**src/rtl/pre_if_stage.sv**
```systemverilog
// Pre-IF stage: PC generation, instruction-bus request handshake and redirect buffering
// for the LoongArch32 fetch front end.
module pre_if_stage #(
   parameter logic [31:0] RESET_PC        = 32'h1c00_0000,
   parameter int unsigned BR_BUS_WD       = 34,
   parameter int unsigned PS_TO_FS_BUS_WD = 49
) (
   input  logic                       clk,
   input  logic                       reset,
   input  logic                       fs_allowin,
   input  logic [BR_BUS_WD-1:0]       br_bus,
   input  logic                       wb_ex,
   input  logic                       wb_ertn_flush,
   input  logic [31:0]                ex_entry,
   input  logic [31:0]                ex_ra,
   output logic                       inst_sram_req,
   output logic                       inst_sram_wr,
   output logic [1:0]                 inst_sram_size,
   output logic [3:0]                 inst_sram_wstrb,
   output logic [31:0]                inst_sram_addr,
   output logic [31:0]                inst_sram_wdata,
   input  logic                       inst_sram_addr_ok,
   output logic                       ps_to_fs_valid,
   output logic [PS_TO_FS_BUS_WD-1:0] ps_to_fs_bus
);

   localparam int unsigned ECODE_W    = 6;
   localparam int unsigned ESUBCODE_W = 9;
   localparam logic [ECODE_W-1:0]    ECODE_ADE     = 6'h08;
   localparam logic [ESUBCODE_W-1:0] ESUBCODE_ADEF = 9'h000;
   localparam logic [ESUBCODE_W+ECODE_W-1:0] ADEF_CODE = {ESUBCODE_ADEF, ECODE_ADE};

   typedef enum logic [1:0] {
      S_IDLE = 2'd0,
      S_REQ  = 2'd1,
      S_HOLD = 2'd2
   } state_e;

   state_e      state_q, state_d;
   logic [31:0] cur_pc_q, cur_pc_d;
   logic        cancel_q, cancel_d;
   logic [31:0] hold_pc_q, hold_pc_d;
   logic        hold_ex_q, hold_ex_d;
   logic        hold_cancel_q, hold_cancel_d;
   logic        rd_buf_valid_q, rd_buf_valid_d;
   logic [31:0] rd_buf_target_q, rd_buf_target_d;
   logic        rd_buf_is_ex_q, rd_buf_is_ex_d;

   logic        br_taken;
   logic [31:0] br_target;
   logic        ex_redirect;
   logic [31:0] ex_target;
   logic        br_blocked;
   logic        redirect;
   logic [31:0] next_pc;
   logic        adef;
   logic        accept;
   logic        load_pc;
   logic        bus_cancel;
   logic        bus_ex;
   logic [31:0] bus_pc;
   logic        unused_br_taken_cancel;

   assign br_taken               = br_bus[32];
   assign br_target              = br_bus[31:0];
   assign unused_br_taken_cancel = br_bus[33];

   assign ex_redirect = wb_ex | wb_ertn_flush;
   assign ex_target   = wb_ex ? ex_entry : ex_ra;
   // A buffered exception target outranks any later branch (that branch is being flushed).
   assign br_blocked  = rd_buf_valid_q & rd_buf_is_ex_q;
   assign redirect    = ex_redirect | br_taken;
   assign adef        = (cur_pc_q[1:0] != 2'b00);
   assign accept      = inst_sram_addr_ok | adef;

   always_comb begin
      if (ex_redirect)                   next_pc = ex_target;
      else if (br_taken && !br_blocked)  next_pc = br_target;
      else if (rd_buf_valid_q)           next_pc = rd_buf_target_q;
      else                               next_pc = cur_pc_q + 32'd4;
   end

   // Next-state, entry selection and redirect buffering.
   always_comb begin
      state_d         = state_q;
      cur_pc_d        = cur_pc_q;
      cancel_d        = cancel_q | redirect;
      hold_pc_d       = hold_pc_q;
      hold_ex_d       = hold_ex_q;
      hold_cancel_d   = hold_cancel_q | redirect;
      rd_buf_valid_d  = rd_buf_valid_q;
      rd_buf_target_d = rd_buf_target_q;
      rd_buf_is_ex_d  = rd_buf_is_ex_q;
      inst_sram_req   = 1'b0;
      ps_to_fs_valid  = 1'b0;
      bus_cancel      = 1'b0;
      bus_ex          = 1'b0;
      bus_pc          = 32'd0;
      load_pc         = 1'b0;

      unique case (state_q)
         S_IDLE: begin
            state_d = S_REQ;
         end
         S_REQ: begin
            inst_sram_req  = ~adef;
            ps_to_fs_valid = accept;
            bus_cancel     = cancel_q | redirect;
            bus_ex         = adef;
            bus_pc         = cur_pc_q;
            if (accept) begin
               if (fs_allowin) begin
                  load_pc = 1'b1;
               end else begin
                  state_d       = S_HOLD;
                  hold_pc_d     = cur_pc_q;
                  hold_ex_d     = adef;
                  hold_cancel_d = cancel_q | redirect;
               end
            end
         end
         S_HOLD: begin
            ps_to_fs_valid = 1'b1;
            bus_cancel     = hold_cancel_q | redirect;
            bus_ex         = hold_ex_q;
            bus_pc         = hold_pc_q;
            if (fs_allowin) begin
               load_pc = 1'b1;
               state_d = S_REQ;
            end
         end
         default: begin
            state_d = S_IDLE;
         end
      endcase

      if (load_pc) begin
         cur_pc_d       = next_pc;
         cancel_d       = 1'b0;
         hold_cancel_d  = 1'b0;
         rd_buf_valid_d = 1'b0;
      end else if (ex_redirect || (br_taken && !br_blocked)) begin
         rd_buf_valid_d  = 1'b1;
         rd_buf_target_d = next_pc;
         rd_buf_is_ex_d  = ex_redirect;
      end
   end

   always_ff @(posedge clk) begin
      if (reset) begin
         state_q         <= S_IDLE;
         cur_pc_q        <= RESET_PC;
         cancel_q        <= 1'b0;
         hold_pc_q       <= 32'd0;
         hold_ex_q       <= 1'b0;
         hold_cancel_q   <= 1'b0;
         rd_buf_valid_q  <= 1'b0;
         rd_buf_target_q <= 32'd0;
         rd_buf_is_ex_q  <= 1'b0;
      end else begin
         state_q         <= state_d;
         cur_pc_q        <= cur_pc_d;
         cancel_q        <= cancel_d;
         hold_pc_q       <= hold_pc_d;
         hold_ex_q       <= hold_ex_d;
         hold_cancel_q   <= hold_cancel_d;
         rd_buf_valid_q  <= rd_buf_valid_d;
         rd_buf_target_q <= rd_buf_target_d;
         rd_buf_is_ex_q  <= rd_buf_is_ex_d;
      end
   end

   assign inst_sram_wr    = 1'b0;
   assign inst_sram_size  = 2'd2;
   assign inst_sram_wstrb = 4'h0;
   assign inst_sram_wdata = 32'd0;
   assign inst_sram_addr  = cur_pc_q;
   assign ps_to_fs_bus    = PS_TO_FS_BUS_WD'({bus_cancel, bus_ex,
                                              (bus_ex ? ADEF_CODE : 15'd0), bus_pc});

endmodule

```
**config.mk**
```make
export PLATFORM = sky130hd
export DESIGN_NAME = pre_if_stage
export DESIGN_NICKNAME = d
export VERILOG_FILES = /design/src/rtl/pre_if_stage.sv
export SDC_FILE = /design/constraint.sdc
export NUM_CORES = 1
export LEC_CHECK = 0
export BUFFER_PORTS_ARGS = -buffer_cell sky130_fd_sc_hd__buf_2
export CAP_MARGIN = 20
export CORE_MARGIN = 2
export CORE_UTILIZATION = 45
export DETAILED_ROUTE_END_ITERATION = 8
export PLACE_DENSITY = 0.72
export SYNTH_ARGS = -nofsm -noshare
export SYNTH_HDL_FRONTEND = slang
export SYNTH_SLANG_ARGS = --single-unit
```
**constraint.sdc**
```tcl
create_clock -name clk -period 5.9 [get_ports clk]
set_clock_uncertainty 0.2 [all_clocks]
set_input_delay 0.295 -clock clk [delete_from_list [all_inputs] [get_ports clk]]
set_output_delay 0.295 -clock clk [all_outputs]
set_load 0.005 [all_outputs]
```
==> flow_summary.toml, run 1 <==
[routing]
drt_iter0_drc = 664
routed_wl_um = 22600
vias = 7257
wl_per_cell_um = 18.2
via_per_inst = 5.86
drtPass1Iterations = 5
route.detailed.drc = 0
antenna_left = 0

[sta]
max-slew-margin-rel = 0.367
maxSlewViolCount = 0
finalSetupTns_ns = 0
tightest_slew_ns = 0.947
grt_setup_unrepaired = "false"
finalHoldViolations = 0
period_minus_slack_ns = 3.29
fmax_mhz = 304
setup_viol = 0
setup_slack_ns = 2.61
finalCritPeriodShare = 0.557

[layout]
final_nets = 1160
multi_input_area_mm2 = 0.00412
stdcell_count = 1239
syn2layout_area_growth_pct = 13.6
diodes = 0
nFillCells = 1469
layout_commonest_cell = "buf_2"
final_cell_mix = "buf_2, nand2_1, dfxtp_1"
seqCellArea_mm2 = 0.00206
drive_gt1_frac = 0.202

[setup_path]
worstPathArrival_ns = 3.31
cpPeakStageDelay_ns = 0.66
r2r_slack_ns = 2.61
worstSetupStartpointType = "register"
setup.worst_path.end_class = "register"
crit_top_cell = "buf_4"
crit_family = "buffers and inverters"
reg2reg_depth = 9
cp_cell_sequence = "inv_1, ha_1, buf_4, o31a_1, o211ai_1, buf_4, nand2_1, a22oi_1, nor2_1"
r2r-start = "state_q[1]$_SDFFE_PP0P_"
crit_type = "reg2reg"
cp_num_buf_inv = 3
rr_endpoint = "rd_buf_is_ex_q$_SDFFE_PP0P_"
crit_path_start = "state_q[1]$_SDFFE_PP0P_"
slowest_stage = "nand2_1"
crit_required_ns = 5.92
worst-path-max-fanout = 34

[clock_network]
ctsHoldBuffers = 0
worstSkewPairLatency_ns = 0.35
cts_setup_buffers = 0
tritoncts = "done"
clockRootBuffer = "clkbuf_16"
clock_sink_count = 103
clockBufferDepth = 2
cts-resized-gates = 0
htreeDepth = 3
clk_pin_slew_ns = 0.07
cts_made_buffers = 9

[synth]
synthAdderAreaFrac = 0.00919
syn_area_per_cell_um2 = 7.17
synth_xor_area_frac = 0.0142
yosysUniqueCellTypes = 66
ys_async_sr_fraction = 0
synthMuxAreaShare = 0.0199
ys_warn_count = 0
ys_ff_latch = 103
synth_ff_type = "dfxtp_1"
synthCells = 949
seq_area_frac_synth = 0.303
synth-edff-count = 0
synth_top_family_by_area = "compound AO/OA/AOI/OAI gates"
synth-compound-area-share = 0.273
synth-simple-area-share = 0.259
synth_area_mm2 = 0.00681

[placement]
place_worst_setup_slack_ns = 2.48
place_inst = 1224
port_buffers = 171
dp_hpwl_um = 15800
finalWeightedCongestion = 0.910

[min_path]
min_path_cells = 3
min_from = "ex_entry[19]"
min_to = "rd_buf_target_q[19]$_SDFFE_PP0P_"
min_path_type = "in2reg"

[global_routing]
grt_max_degree = 64
grt_use_total = 0.276
grt_first_pass_wirelength_um = 35600
grt_pass1_vias = 6670
gr-total-overflow = 0
grt_antenna_before_repair = 0

[die]
rows = 44
coreArea_mm2 = 0.0146
die_area_mm2 = 0.0161
die_h_um = 127
ios = 226
die_w_um = 127
start_util = 0.465

[pwr]
power_leakage_nw = 3.11
vdd_drop_max_v = 0.000153
power-per-cell-area_mw_per_mm2 = 222

[flow_run]
drv_cap = 0

[outcome]
outcome = "finished, final reports clean"
report_power, final:
| group | switching [mW] | leakage, nW | total, mW | internal, mW |
|---|---|---|---|---|
| combinational | 0.228 | 2.13 | 0.367 | 0.139 |
| sequential | 0.0394 | 0.841 | 0.770 | 0.731 |
| clock | 0.257 | 0.136 | 0.576 | 0.320 |
| total | 0.524 | 3.11 | 1.71 | 1.19 |
metrics by stage:
| step | util | hold slack [ns] | total power, mW | area (µm²) |
|---|---|---|---|---|
| floorplan | - | 0.231 | 1.04 | 7000 |
| global placement | 0.507 | 0.238 | 1.14 | 7430 |
| detailed placement | 0.509 | 0.243 | 1.15 | 7450 |
| CTS | 0.528 | 0.0397 | 1.71 | 7730 |
| global route | 0.528 | 0.0553 | 1.79 | 7730 |
| finish | 0.528 | 0.0519 | 1.71 | 7730 |
worst max path at each step:
stage,slack (ns),depth (start not counted),to
after floorplan,3.48,7,inst_sram_addr[28]$_SDFFE_PP1P_
after global routing,2.41,7,rd_buf_target_q[0]$_SDFFE_PP0P_
after global placement,2.51,8,rd_buf_target_q[19]$_SDFFE_PP0P_
after CTS,2.69,9,rd_buf_is_ex_q$_SDFFE_PP0P_
final,2.61,9,rd_buf_is_ex_q$_SDFFE_PP0P_
after detailed placement,2.48,8,rd_buf_target_q[10]$_SDFFE_PP0P_
sequential cells by signal (all words and copies together), names as in the netlist:
name	count
hold_cancel_q	1
hold_ex_q	1
hold_pc_q	32
state_q	2
inst_sram_addr	32
cancel_q	1
rd_buf_is_ex_q	1
rd_buf_valid_q	1
rd_buf_target_q	32
per-layer routing:
metal  global-route usage  part of all wire  vias to the layer above
met2                0.448              0.47                      338
met5                    0                 0                        -
met3               0.0687             0.084                       53
li1                     -                 -                     3492
met4                0.110             0.035                        0
met1                0.355              0.41                     3374
synthesized netlist by cell type, types with 8 or more instances:
cell | count | share of area
nand2_1 | 153 | 0.084
dfxtp_1 | 103 | 0.30
clkbuf_1 | 78 | 0.043
a21oi_1 | 72 | 0.053
nor2_1 | 66 | 0.036
buf_4 | 56 | 0.062
o21ai_0 | 50 | 0.037
a22oi_1 | 38 | 0.042
nor2b_1 | 38 | 0.035
nor3_1 | 28 | 0.021
a31oi_1 | 27 | 0.025
nand3_1 | 15 | 0.011
a211oi_1 | 14 | 0.015
inv_1 | 14 | 0.0077
and2_1 | 12 | 0.011
nand4_1 | 12 | 0.011
mux2i_1 | 9 | 0.013
nand2b_1 | 9 | 0.0083
nor4_1 | 8 | 0.0074
o211ai_1 | 8 | 0.0088
o22ai_1 | 8 | 0.0074
cell type report:
| type | count | share of cell area |
|---|---|---|
| clock buffers | 15 | 0.0359 |
| inverters | 14 | 0.00680 |
| multi-input cells | 737 | 0.533 |
| flip-flops and latches | 103 | 0.267 |
| well taps | 184 | 0.0298 |
| repair buffers | 186 | 0.128 |
worst reg2reg max path, stage by stage (launching register included):
cell      delay [ns]
dfxtp_1         0.38
inv_1           0.09
ha_1            0.31
buf_4           0.29
o31a_1          0.17
o211ai_1        0.19
buf_4           0.40
nand2_1         0.68
a22oi_1         0.39
nor2_1          0.06
kinds of logic (layout without fill, tap and decap cells):
logic type | Yosys count | in the layout
other cells | 2 | 53
mux | 13 | 13
flops | 103 | 103
buf+inv | 160 | 215
compound gates | 285 | 285
xor+xnor | 11 | 11
simple gates | 370 | 370
fa+ha+maj | 5 | 5
Power figures use the tool's default switching activity.
==> inputs of run 2 (changes only) <==
==> constraint.sdc (replaced) <==
create_clock -name clk -period 3.1 [get_ports clk]
set_clock_uncertainty 0.2 [all_clocks]
set_input_delay 0.155 -clock clk [delete_from_list [all_inputs] [get_ports clk]]
set_output_delay 0.155 -clock clk [all_outputs]
set_load 0.005 [all_outputs]
==> run 2 against run 1 <==
Compared with the run above:
- critical endpoint is now inst_sram_addr[24]$_SDFFE_PP0P_
- routed wire length grew 3.6%
- sequential power grew 88%
- design area grew 3.6%
==> flow_summary.toml, run 2 (synthesized netlist as in run 1, its figures left out) <==
[outcome]
outcome = "finished, final reports clean"

[layout]
nFillCells = 1494
layout_commonest_cell = "buf_2"
multi_input_area_mm2 = 0.00412
final_util = 0.547
final_cell_mix = "buf_2, nand2_1, dfxtp_1"
seqCellArea_mm2 = 0.00206
syn2layout_area_growth_pct = 17.7
final_nets = 1193
diodes = 0
drive_gt1_frac = 0.222

[global_routing]
grt_max_degree = 91
grt_antenna_before_repair = 0
grt_use_total = 0.287
grt_pass1_vias = 6884
gr-total-overflow = 0
grt_first_pass_wirelength_um = 36900

[clock_network]
htreeDepth = 3
clockBufferDepth = 2
clock_sink_count = 103
cts-resized-gates = 0
clk_pin_slew_ns = 0.07
worstSkewPairLatency_ns = 0.36
clockRootBuffer = "clkbuf_16"
cts_setup_buffers = 0
cts_made_buffers = 9
tritoncts = "done"

[placement]
finalWeightedCongestion = 0.998
dp_hpwl_um = 17000
port_buffers = 171

[sta]
setup_viol = 0
whs_ns = 0.0133
finalCritPeriodShare = 0.858
fmax_mhz = 376
period_minus_slack_ns = 2.66
tightest_slew_ns = 1.03
max-slew-margin-rel = 0.315
finalSetupTns_ns = 0
maxSlewViolCount = 0
grt_setup_unrepaired = "false"
finalHoldViolations = 0

[die]
ios = 226
die_w_um = 127
rows = 44
die_area_mm2 = 0.0161
start_util = 0.465
die_h_um = 127
coreArea_mm2 = 0.0146

[setup_path]
worstPathArrival_ns = 2.74
crit_type = "reg2reg"
worstSetupStartpointType = "register"
crit_required_ns = 3.18
setup.worst_path.end_class = "register"
worst-path-max-fanout = 8

[pwr]
power_leakage_nw = 3.28
power-per-cell-area_mw_per_mm2 = 423
vdd_drop_max_v = 0.000279

[routing]
via_per_inst = 5.91
routed_wl_um = 23400
drt_iter0_drc = 706
route.detailed.drc = 0
antenna_left = 0
drtPass1Iterations = 6
wl_per_cell_um = 18.4
vias = 7523

[flow_run]
drv_cap = 0

[min_path]
min_path_type = "in2reg"
-- run 2: path summary, 6_finish.rpt --
kind / start / to / slack [ns] / depth (start not counted)
hold / removal: br_bus[3] / rd_buf_target_q[3]$_SDFFE_PP0P_ / 0.01 / 5
setup reg to reg: inst_sram_addr[2]$_SDFFE_PP0P_ / inst_sram_addr[24]$_SDFFE_PP0P_ / 0.44 / 6
hold reg to reg: rd_buf_target_q[8]$_SDFFE_PP0P_ / rd_buf_target_q[8]$_SDFFE_PP0P_ / 0.25 / 2
setup / recovery: inst_sram_addr[2]$_SDFFE_PP0P_ / inst_sram_addr[24]$_SDFFE_PP0P_ / 0.44 / 6
-- run 2: where the power goes --
group | leakage (nW) | switching, mW | internal, mW | total (mW)
Sequential | 0.841 | 0.0633 | 1.39 | 1.45
Combinational | 2.29 | 0.458 | 0.290 | 0.749
Clock | 0.149 | 0.533 | 0.650 | 1.18
Total | 3.28 | 1.05 | 2.33 | 3.38
-- run 2: timing repair --
action | CTS | global route
endpoints found under the setup margin | 0 | 0
hold endpoints to repair | 7 | 0
hold buffers | 7 | 0
-- run 2: layout make-up --
class                      instances  area share
multi-input combinational        737       0.514
sequential                       103       0.257
timing repair buffer             219       0.156
clock buffer                      11      0.0303
tap                              184      0.0287
clock inverter                     5     0.00718
inverter                          14     0.00656
-- run 2: layer usage --
metal  wire length, µm  up-vias  global-route usage
met4               867        0               0.124
met5                 0        -                   0
met1              9690     3491               0.378
met2             10800      405               0.463
met3              2060       67              0.0536
li1                  -     3560                   -
-- run 2: metrics by stage --
step	cells	worst slack, ns	total power [mW]	area, µm²
floorplan	1000	0.679	1.98	7000
global placement	1250	0.526	2.20	7640
detailed placement	1250	0.482	2.21	7640
CTS	1273	0.455	3.37	8010
global route	1273	0.211	3.52	8010
finish	1273	0.441	3.38	8010
-- run 2: critical path, stage by stage, from the launching register on --
cell     delay (ns)
dfxtp_1        0.48
ha_1           0.29
nand4_1        0.22
nor4_2         0.57
nand3_1        0.14
or4_1          0.49
a31oi_1        0.18
==> inputs of run 3 (changes only) <==
--- a/config.mk
+++ b/config.mk
@@ -11,6 +11,7 @@
 export CORE_UTILIZATION = 45
 export DETAILED_ROUTE_END_ITERATION = 8
 export PLACE_DENSITY = 0.72
+export SLEW_MARGIN = 20
 export SYNTH_ARGS = -nofsm -noshare
 export SYNTH_HDL_FRONTEND = slang
 export SYNTH_SLANG_ARGS = --single-unit
==> constraint.sdc (replaced) <==
create_clock -name clk -period 3.2 [get_ports clk]
set_clock_uncertainty 0.2 [all_clocks]
set_input_delay 0.16 -clock clk [delete_from_list [all_inputs] [get_ports clk]]
set_output_delay 0.16 -clock clk [all_outputs]
set_load 0.005 [all_outputs]
==> run 3 against run 2 <==
Compared with the run above:
- clock-buffer cell count down 2
- final cell count unchanged
- core utilization up 0.62 points
- register-to-register slack lost 0.24 ns
- clock power rose by 15%
- sequential cell count is the same
- power up 3.3%
- global-route usage decreased by 0.67 points
- combinational power down 3%
- sequential power shrank 3%
- worst hold slack hardly changed
- fmax down 11%
==> flow_summary.toml, run 3 (synthesized netlist as in run 1, its figures left out) <==
[outcome]
outcome = "finished, final reports clean"

[setup_path]
cp_num_buf_inv = 2
crit_required_ns = 3.30
cpPeakStageDelay_ns = 0.62
crit_family = "compound AO/OA/AOI/OAI gates"
worstSetupStartpointType = "register"
slowest_stage = "a21boi_2"
setup.worst_path.end_class = "register"
worst-path-max-fanout = 12
crit_type = "reg2reg"
crit_top_cell = "nor2_1"
cp_cell_sequence = "a21boi_2, nor2_1, nor2_2, buf_4, nor2_1, a311oi_1, dlygate4sd3_1"
worstPathArrival_ns = 3.11

[pwr]
power_leakage_nw = 3.30
power-per-cell-area_mw_per_mm2 = 431
vdd_drop_max_v = 0.000249

[clock_network]
worstSkewPairLatency_ns = 0.36
cts-resized-gates = 0
cts_setup_buffers = 0
clock_sink_count = 103
clockBufferDepth = 2
clockRootBuffer = "clkbuf_16"
htreeDepth = 3
ctsHoldBuffers = 11
tritoncts = "done"
cts_made_buffers = 9
clk_pin_slew_ns = 0.07

[sta]
setup_slack_ns = 0.197
finalCritPeriodShare = 0.938
finalHoldViolations = 0
grt_setup_unrepaired = "false"
maxSlewViolCount = 0
max-slew-margin-rel = 0.295
tightest_slew_ns = 1.06
setup_viol = 0
fmax_mhz = 333
finalSetupTns_ns = 0
period_minus_slack_ns = 3.00

[die]
die_area_mm2 = 0.0161
die_w_um = 127
start_util = 0.465
coreArea_mm2 = 0.0146
ios = 226
die_h_um = 127
rows = 44

[routing]
highest_layer = "met4"
drtPass1Iterations = 5
wl_per_cell_um = 18.0
routed_wl_um = 22900
drt_iter0_drc = 663
antenna_left = 0
vias = 7454
met3WireLength_um = 2130
met2_length_um = 10500
via_per_inst = 5.86
wl_met1_um = 9290
route.detailed.drc = 0

[min_path]
min_path_type = "in2reg"

[global_routing]
grt_use_total = 0.280
grt_max_degree = 91
grt_pass1_vias = 6749
grt_antenna_before_repair = 0
grt_first_pass_wirelength_um = 36100
gr-total-overflow = 0

[placement]
port_buffers = 171
place_worst_setup_slack_ns = 0.491
finalWeightedCongestion = 0.963
dp_hpwl_um = 16600

[flow_run]
drv_cap = 0

[layout]
layout_commonest_cell = "buf_2"
syn2layout_area_growth_pct = 19.1
nFillCells = 1457
final_cell_mix = "buf_2, nand2_1, dfxtp_1"
drive_gt1_frac = 0.219
final_nets = 1193
diodes = 0
## run 3: cell count changes in the layout (fill, tap and decap cells not counted)
| cell | delta |
|---|---|
| buf_12 | +1 |
| buf_4 | -5 |
| bufinv_16 | +3 |
| clkbuf_1 | -1 |
| clkbuf_8 | -1 |
| clkinv_2 | -2 |
| clkinv_4 | -2 |
| clkinvlp_4 | +2 |
| dlygate4sd3_1 | +4 |
| inv_6 | +1 |
## run 3: report_power, final
part	internal, mW	total [mW]	switching [mW]
Clock	0.846	1.36	0.517
Sequential	1.35	1.40	0.0562
Combinational	0.284	0.729	0.445
Total	2.48	3.50	1.02
## run 3: worst paths after layout
kind | startpoint | slack, ns | depth (start not counted) | to
worst max-delay path | rd_buf_valid_q$_SDFFE_PP0P_ | 0.20 | 7 | rd_buf_target_q[19]$_SDFFE_PP0P_
worst min-delay path | br_bus[16] | 0.01 | 4 | rd_buf_target_q[16]$_SDFFE_PP0P_
worst max register to register | rd_buf_valid_q$_SDFFE_PP0P_ | 0.20 | 7 | rd_buf_target_q[19]$_SDFFE_PP0P_
worst min register to register | rd_buf_target_q[4]$_SDFFE_PP0P_ | 0.25 | 2 | rd_buf_target_q[4]$_SDFFE_PP0P_
## run 3: final cells by class
class                      instances  area [µm²]  share of cell area
multi-input combinational        737        4120               0.508
sequential                       103        2060               0.254
timing repair buffer             219        1270               0.157
tap                              184         230              0.0284
clock buffer                       9         225              0.0278
clock inverter                     7         144              0.0178
inverter                          14        52.6             0.00649
## run 3: stage by stage
step,cell area (µm²),hold slack [ns],util,cells,power (mW)
finish,8100,0.0129,0.553,1273,3.50
CTS,8100,0.00261,0.553,1273,3.49
detailed placement,7620,0.243,0.521,1246,2.14
floorplan,7000,0.134,-,1000,1.92
global route,8100,0.0457,0.553,1273,3.65
global placement,7620,0.238,0.521,1246,2.13
## run 3: tightest hold or removal path: stages
cell and delay, ns:
buf_2 0.10, a31oi_1 0.07, a2bb2oi_1 0.13, nor2_1 0.08
## run 3: routing by layer
layer,track usage,vias up
met2,0.445,377
met5,0,-
met4,0.125,0
met1,0.362,3443
li1,-,3558
met3,0.0704,76
